==> config.mk <==
export PLATFORM = sky130hd
export DESIGN_NAME = amba_axi4_write_responder
export DESIGN_NICKNAME = d
export VERILOG_FILES = /design/src/rtl/amba_axi4_pkg.sv /design/src/rtl/amba_axi4_hold_reg.sv /design/src/rtl/amba_axi4_write_responder.sv
export SDC_FILE = /design/constraint.sdc
export NUM_CORES = 1
export LEC_CHECK = 0
export BUFFER_PORTS_ARGS = -buffer_cell sky130_fd_sc_hd__buf_2
export CORE_AREA = 2 2 250 252
export DETAILED_ROUTE_END_ITERATION = 10
export DIE_AREA = 0 0 252 254
export GPL_ROUTABILITY_DRIVEN = 0
export GPL_TIMING_DRIVEN = 0
export PLACE_DENSITY = 0.72
export SLEW_MARGIN = 30
export SYNTH_ARGS = -nofsm -noshare
export SYNTH_HDL_FRONTEND = slang
export SYNTH_SLANG_ARGS = --single-unit
==> constraint.sdc <==
create_clock -name ACLK -period 6.85 [get_ports ACLK]
set_input_delay 1.0275 -clock ACLK [delete_from_list [all_inputs] [get_ports ACLK]]
set_output_delay 1.0275 -clock ACLK [all_outputs]
set_load 0.02 [all_outputs]
==> src/rtl/amba_axi4_pkg.sv <==
// Shared AXI4 definitions for the write responder slice.
//   resp_t     : AXI response codes carried on BRESP
//   BYTE_WIDTH : bits per WSTRB lane
//   lane_bits  : number of byte-offset address bits for a given data width
package amba_axi4_pkg;

    typedef enum logic [1:0] {
        OKAY   = 2'b00,
        EXOKAY = 2'b01,
        SLVERR = 2'b10,
        DECERR = 2'b11
    } resp_t;

    localparam int BYTE_WIDTH = 8;

    function automatic int lane_bits(input int data_width);
        return $clog2(data_width / BYTE_WIDTH);
    endfunction

endpackage

==> src/rtl/amba_axi4_hold_reg.sv <==
// One-entry holding buffer for a single AXI channel.
//   clk, rst_n : clock, async active-low reset
//   valid      : channel VALID from the manager
//   ready      : channel READY back to the manager (registered, = !full)
//   payload    : channel payload captured on valid && ready
//   data       : held payload
//   full       : buffer occupied
//   clear      : release the entry (only asserted while full)
module amba_axi4_hold_reg #(
    parameter int WIDTH = 32
) (
    input  logic             clk,
    input  logic             rst_n,
    input  logic             valid,
    output logic             ready,
    input  logic [WIDTH-1:0] payload,
    output logic [WIDTH-1:0] data,
    output logic             full,
    input  logic             clear
);

    assign ready = !full;

    always_ff @(posedge clk or negedge rst_n) begin
        if (!rst_n) begin
            full <= 1'b0;
            data <= '0;
        end else if (clear) begin
            full <= 1'b0;
        end else if (valid && !full) begin
            full <= 1'b1;
            data <= payload;
        end
    end

endmodule

==> src/rtl/amba_axi4_write_responder.sv <==
// AXI4 write-only register bank responder.
//   ACLK, ARESETn        : clock, async active-low reset
//   AWVALID/AWREADY/...  : write address channel (AWPROT ignored)
//   WVALID/WREADY/...    : write data channel with byte strobes
//   BVALID/BREADY/BRESP  : write response channel (OKAY or SLVERR)
//   REG_Q                : flattened register contents, reg i at [i*DATA_WIDTH +: DATA_WIDTH]
module amba_axi4_write_responder
    import amba_axi4_pkg::*;
#(
    parameter int ADDRESS_WIDTH = 32,
    parameter int DATA_WIDTH    = 32,
    parameter int NUM_REGS      = 16
) (
    input  logic                           ACLK,
    input  logic                           ARESETn,
    input  logic                           AWVALID,
    output logic                           AWREADY,
    input  logic [ADDRESS_WIDTH-1:0]       AWADDR,
    input  logic [2:0]                     AWPROT,
    input  logic                           WVALID,
    output logic                           WREADY,
    input  logic [DATA_WIDTH-1:0]          WDATA,
    input  logic [DATA_WIDTH/8-1:0]        WSTRB,
    output logic                           BVALID,
    input  logic                           BREADY,
    output logic [1:0]                     BRESP,
    output logic [NUM_REGS*DATA_WIDTH-1:0] REG_Q
);

    localparam int STRB_WIDTH = DATA_WIDTH / BYTE_WIDTH;
    localparam int LANE_BITS  = lane_bits(DATA_WIDTH);
    localparam int IDX_BITS   = $clog2(NUM_REGS);

    logic                     aw_full;
    logic                     w_full;
    logic [ADDRESS_WIDTH-1:0] aw_addr;
    logic [DATA_WIDTH-1:0]    w_data;
    logic [STRB_WIDTH-1:0]    w_strb;
    logic                     commit;
    logic                     wr_ok;
    logic [IDX_BITS-1:0]      idx;
    resp_t                    bresp_q;
    logic                     unused_prot;

    assign unused_prot = ^AWPROT;

    amba_axi4_hold_reg #(.WIDTH(ADDRESS_WIDTH)) u_aw_hold (
        .clk     (ACLK),
        .rst_n   (ARESETn),
        .valid   (AWVALID),
        .ready   (AWREADY),
        .payload (AWADDR),
        .data    (aw_addr),
        .full    (aw_full),
        .clear   (commit)
    );

    amba_axi4_hold_reg #(.WIDTH(DATA_WIDTH + STRB_WIDTH)) u_w_hold (
        .clk     (ACLK),
        .rst_n   (ARESETn),
        .valid   (WVALID),
        .ready   (WREADY),
        .payload ({WSTRB, WDATA}),
        .data    ({w_strb, w_data}),
        .full    (w_full),
        .clear   (commit)
    );

    // A pending response blocks commit, so nothing commits on the B-handshake edge.
    assign commit = aw_full && w_full && !BVALID;

    // Every address bit above the index field must be zero: no aliasing.
    assign idx   = aw_addr[LANE_BITS +: IDX_BITS];
    assign wr_ok = (aw_addr[LANE_BITS-1:0] == '0) &&
                   ((aw_addr >> (LANE_BITS + IDX_BITS)) == '0);

    always_ff @(posedge ACLK or negedge ARESETn) begin
        if (!ARESETn) begin
            REG_Q <= '0;
        end else if (commit && wr_ok) begin
            for (int k = 0; k < STRB_WIDTH; k++) begin
                if (w_strb[k]) begin
                    REG_Q[int'(idx) * DATA_WIDTH + k * BYTE_WIDTH +: BYTE_WIDTH] <=
                        w_data[k * BYTE_WIDTH +: BYTE_WIDTH];
                end
            end
        end
    end

    always_ff @(posedge ACLK or negedge ARESETn) begin
        if (!ARESETn) begin
            BVALID  <= 1'b0;
            bresp_q <= OKAY;
        end else if (commit) begin
            BVALID  <= 1'b1;
            bresp_q <= wr_ok ? OKAY : SLVERR;
        end else if (BVALID && BREADY) begin
            BVALID  <= 1'b0;
        end
    end

    assign BRESP = bresp_q;

endmodule

* Word level (Yosys, flattened, before mapping)
Index checks and enable logic that the tools add are counted.
Word-level totals: register bits 585, bits of input ports 76, output and inout port bits 517
Cells by class: add/sub/neg operators 7, shift-type cells 8, muxes and demuxes 18, bitwise logic cells 1, reductions and logical operators 17
Operators by type and width (number):
- 2-to-1 mux 512 bit | 7
- bitwise mux 512 bit | 4
- variable shift 8 x 33 -> 512 bit, first input constant | 4
- indexed part select 8 x 33 -> 512 bit | 4
- negator 10 -> 33 bit | 3
- negator 9 -> 33 bit | 1
- zero test 32 bit | 1
- adder 9 x 5 -> 10 bit, second input constant | 2
- adder 9 x 4 -> 10 bit, second input constant | 1
- logical AND 1 bit | 7
- 2-to-1 mux 1 bit | 6
- nonzero test 2 bit | 3
- AND reduction 2 bit | 2
- zero test 1 bit | 3
- zero test 2 bit | 1
- 2-to-1 mux 2 bit | 1
- NOT 1 bit | 1

* Longest topological paths before layout
depth in word-level cells 13, mapped depth 9, mapped depth without buffers 6

* Modules after synthesis
A second synthesis with hierarchy kept.
Unflattened totals: cells, all modules 1588, area total of the unflattened synthesis 24591.1 um^2
By module, submodules not included:
- amba_axi4_write_responder | times used 1, cells each 1435, area an instance 21802.2 um^2, seq. area each 12862.3 um^2
- amba_axi4_hold_reg (u_w_hold) | times used 1, cells each 81, area an instance 1539.0 um^2, seq. area each 925.9 um^2
- amba_axi4_hold_reg (u_aw_hold) | times used 1, cells each 72, area an instance 1249.9 um^2, seq. area each 825.8 um^2

* Worst setup path after synthesis
No wires, ideal clock.
path kind register to register, start point register u_aw_hold.data[2], end point register REG_Q[160], library setup time 0.125 ns, data arrival time 2.820 ns, required time 6.725 ns, path slack 3.906 ns, cell stages (with the launch flop) 10, path buffers 4, clock period less this slack 2.944 ns, cells stage by stage dfrtp_1 > clkbuf_1 > inv_1 > buf_1 > ha_1 > clkbuf_1 > mux2_2 > buf_2 > nor4_4 > mux2_2
Between the ends: longest elaborated chain between the ends 13
RTL lines:
- start: declaration | line amba_axi4_hold_reg.sv:17 | output logic [WIDTH-1:0] data,
- start signal: assignment | line amba_axi4_hold_reg.sv:32 | data <= payload;
- parallel branches: the longest is 12 deep, another holds negator 10 -> 33 bit
- 2-to-1 mux 512 bit (*) | line amba_axi4_write_responder.sv:82 | if (w_strb[k]) begin
- end signal: indexed assignment | line amba_axi4_write_responder.sv:83 | REG_Q[int'(idx) * DATA_WIDTH + k * BYTE_WIDTH +: BYTE_WIDTH] <=
- end: declaration | line amba_axi4_write_responder.sv:27 | output logic [NUM_REGS*DATA_WIDTH-1:0] REG_Q
Mark *: on every way between the ends. The select of a mux whose other input is x is not followed. A chain may end at the register's enable or synchronous reset.

* Worst setup path after layout
start point register u_aw_hold.data[2], end point register REG_Q[138]
Same word-level chain as after synthesis.

==> flow_summary.ini <==
[sta]
finalCritPeriodShare = 0.616
setup_slack_ns = 2.63
tightest_slew_ns = 0.914
slew_violations = 0
period_minus_slack_ns = 4.22
fmax_mhz = 237
grt_setup_unrepaired = no
slew_headroom = 0.389
setup_viol = 0
hold_viol_final = 0
clock_skew_ns = 0.0242

[placed_design]
dp.cells = 2974
post-place-ws_ns = 2.58
place_area_um2 = 28300
hpwl_um = 58700
port_buffers = 588

[global_route]
grt_pass1_vias = 17100
grt_antenna_before_repair = 15
grt_pass1_wl_um = 112000
grt_overflow = 0
use_met1 = 0.288
grt_start_max_net_pins = 95
gr-usage-met2 = 0.404
busiest_layer = met2
globalRouteTotalUtil = 0.235
gr-usage-met3 = 0.0566

[synth]
synth-async-reset-ratio = 1.00
synthesis.nets = 1672
ys_ff_latch = 584
ys_seq_area_frac = 0.603
synth_cell_types = 32
synth_edf_count = 0
synthFlopType = dfrtp_1
synth.avg_cell_area_um2 = 15.2
yosysWarnings = 0
syn-instance-count = 1590
syn_area_um2 = 24200

[die]
pin_count = 593
rows = 91
die_h_um = 254
die_area_um2 = 64000
dieWidth_um = 252
initial_core_util = 0.396
fp.coreArea_um2 = 61300

[finish]
final_util = 0.497
nets = 2329
layout_common_cells = buf_2, dfrtp_1, mux2_2
final_cell_count_no_fill = 3094
drive_above_1_share = 0.592
design_area_um2 = 30500
area_growth_pct = 25.7
final_common_cell = buf_2

[cts]
insertion_delay_ns = 0.62
cts.sinks = 584
ctsResizeCount = 0
cts_root_buffer = clkbuf_16
path_clk_slew_ns = 0.06
cts_setup_buffers = 0
cts_buffer_depth = 3
htreeDepth = 2
numCtsBuffers = 61
cts_tree = yes
ctsHoldBuffers = 0

[power_and_ir_drop]
peakVddDrop_mv = 0.196
power.density_nw_per_um2 = 305
netSwitchingFraction = 0.332
p_int_mw = 6.22
power_switching_mw = 3.09
power_mw = 9.31
p_leak_nw = 16.8
seqPwrFrac = 0.423
pwr-share-clk = 0.371
pwr-share-comb = 0.206

[worst_setup_path]
path_max_fanout = 12
worstPathArrival_ns = 4.71
regToRegSetupSlack_ns = 2.63
critical_path_required_ns = 7.34
path_class = register to register
worst_setup_path_start_kind = register
endpoint_kind = register

[outcome]
outcome = finished, final reports clean

[route]
drt-initial-drc-count = 882
drc_errors = 0
wirelength_um = 77100
routedWlPerCell_um = 24.9
post_drt_via_cell_ratio = 5.20
vias = 16100
dr.pass1.iters = 5
ant_nets = 0

[min_path]
hold_class = primary input to async pin

[flow_run]
maxCapViolCount = 0
==> critical path: stages (launching register included) <==
cell      delay, ns
dfrtp_1        0.44
clkbuf_1       0.35
inv_1          0.32
buf_1          0.66
ha_1           0.26
clkbuf_1       0.29
nand2_1        0.46
nor4_4         0.86
mux2_2         0.43
==> registers in the layout (all words and copies together) (netlist names) <==
signal / cells
u_aw_hold.data: 32
BVALID: 1
BRESP: 1
REG_Q: 512
u_aw_hold.full: 1
u_w_hold.full: 1
u_w_hold.data: 36
==> per-stage QoR <==
stage                     setup TNS [ns]  hold slack, ns
after floorplan                        0           0.481
after global placement          -3805.18           0.484
after detailed placement               0           0.490
after CTS                              0           0.402
after global routing                   0           0.437
final                                  0           0.406
==> power by group through the flow <==
| stage | clock network [mW] | logic (mW) | registers [mW] |
|---|---|---|---|
| floorplan | 0 | 1.20 | 3.85 |
| global placement | 0 | 1.85 | 3.99 |
| detailed placement | 0 | 1.92 | 4.00 |
| CTS | 3.51 | 1.93 | 3.94 |
| global route | 3.65 | 2.08 | 3.97 |
| finish | 3.45 | 1.92 | 3.94 |
==> layer usage <==
layer,vias up,part of all wire
met5,-,0.0010
met4,14,0.036
met3,181,0.063
met2,587,0.50
met1,8322,0.40
li1,6994,-
==> synthesized netlist by cell type (2+ instances only) <==
library cell	count	area share
nand2_1	58	0.0090
nor4_4	63	0.055
mux2_2	577	0.27
nand3_1	5	0.0010
and3_1	32	0.0083
nand2b_1	2	0.00052
o21ai_0	6	0.0012
and2_1	32	0.0083
nor4_1	7	0.0018
nor3_1	4	0.00083
buf_2	8	0.0017
inv_1	8	0.0012
nor2b_1	4	0.0010
buf_6	5	0.0023
buf_4	7	0.0022
nand3b_1	4	0.0012
dfrtp_1	584	0.60
buf_1	8	0.0012
nor2_1	132	0.020
clkbuf_1	26	0.0040
o21a_1	2	0.00062
ha_1	6	0.0031
==> worst paths after layout <==
path / from / cells past startpoint / end
min in group ACLK: REG_Q[64]$_DFFE_PN0P_ / 1 / REG_Q[64]$_DFFE_PN0P_
setup / recovery: u_aw_hold.data[2]$_DFFE_PN0P_ / 8 / REG_Q[138]$_DFFE_PN0P_
max in group asynchronous: ARESETn / 4 / REG_Q[484]$_DFFE_PN0P_
setup reg to reg: u_aw_hold.data[2]$_DFFE_PN0P_ / 8 / REG_Q[138]$_DFFE_PN0P_
hold reg to reg: REG_Q[64]$_DFFE_PN0P_ / 1 / REG_Q[64]$_DFFE_PN0P_
hold / removal: ARESETn / 1 / REG_Q[41]$_DFFE_PN0P_
==> layout make-up <==
class / instances / area [µm²]
Sequential cell: 584 / 14600
Timing Repair Buffer: 594 / 3120
Clock inverter: 32 / 400
Tap cell: 790 / 988
Fill cell: 5316 / 30800
Buffer: 54 / 277
Antenna cell: 8 / 20.0
Inverter: 8 / 30.0
Multi-Input combinational cell: 944 / 9320
Clock buffer: 80 / 1700
==> logic make-up (layout without fill, tap and decap cells) <==
group / after synthesis / count (layout) / synth area share
fa+ha+maj: 6 / 6 / 0.00310
simple gates: 349 / 349 / 0.110
xor+xnor: 1 / 1 / 0.000671
mux: 577 / 577 / 0.268
flops: 584 / 584 / 0.603
buf+inv: 62 / 768 / 0.0126
compound gates: 10 / 10 / 0.00243
other cells: 1 / 9 / 0.000155
(Power assumes the default switching activity.)
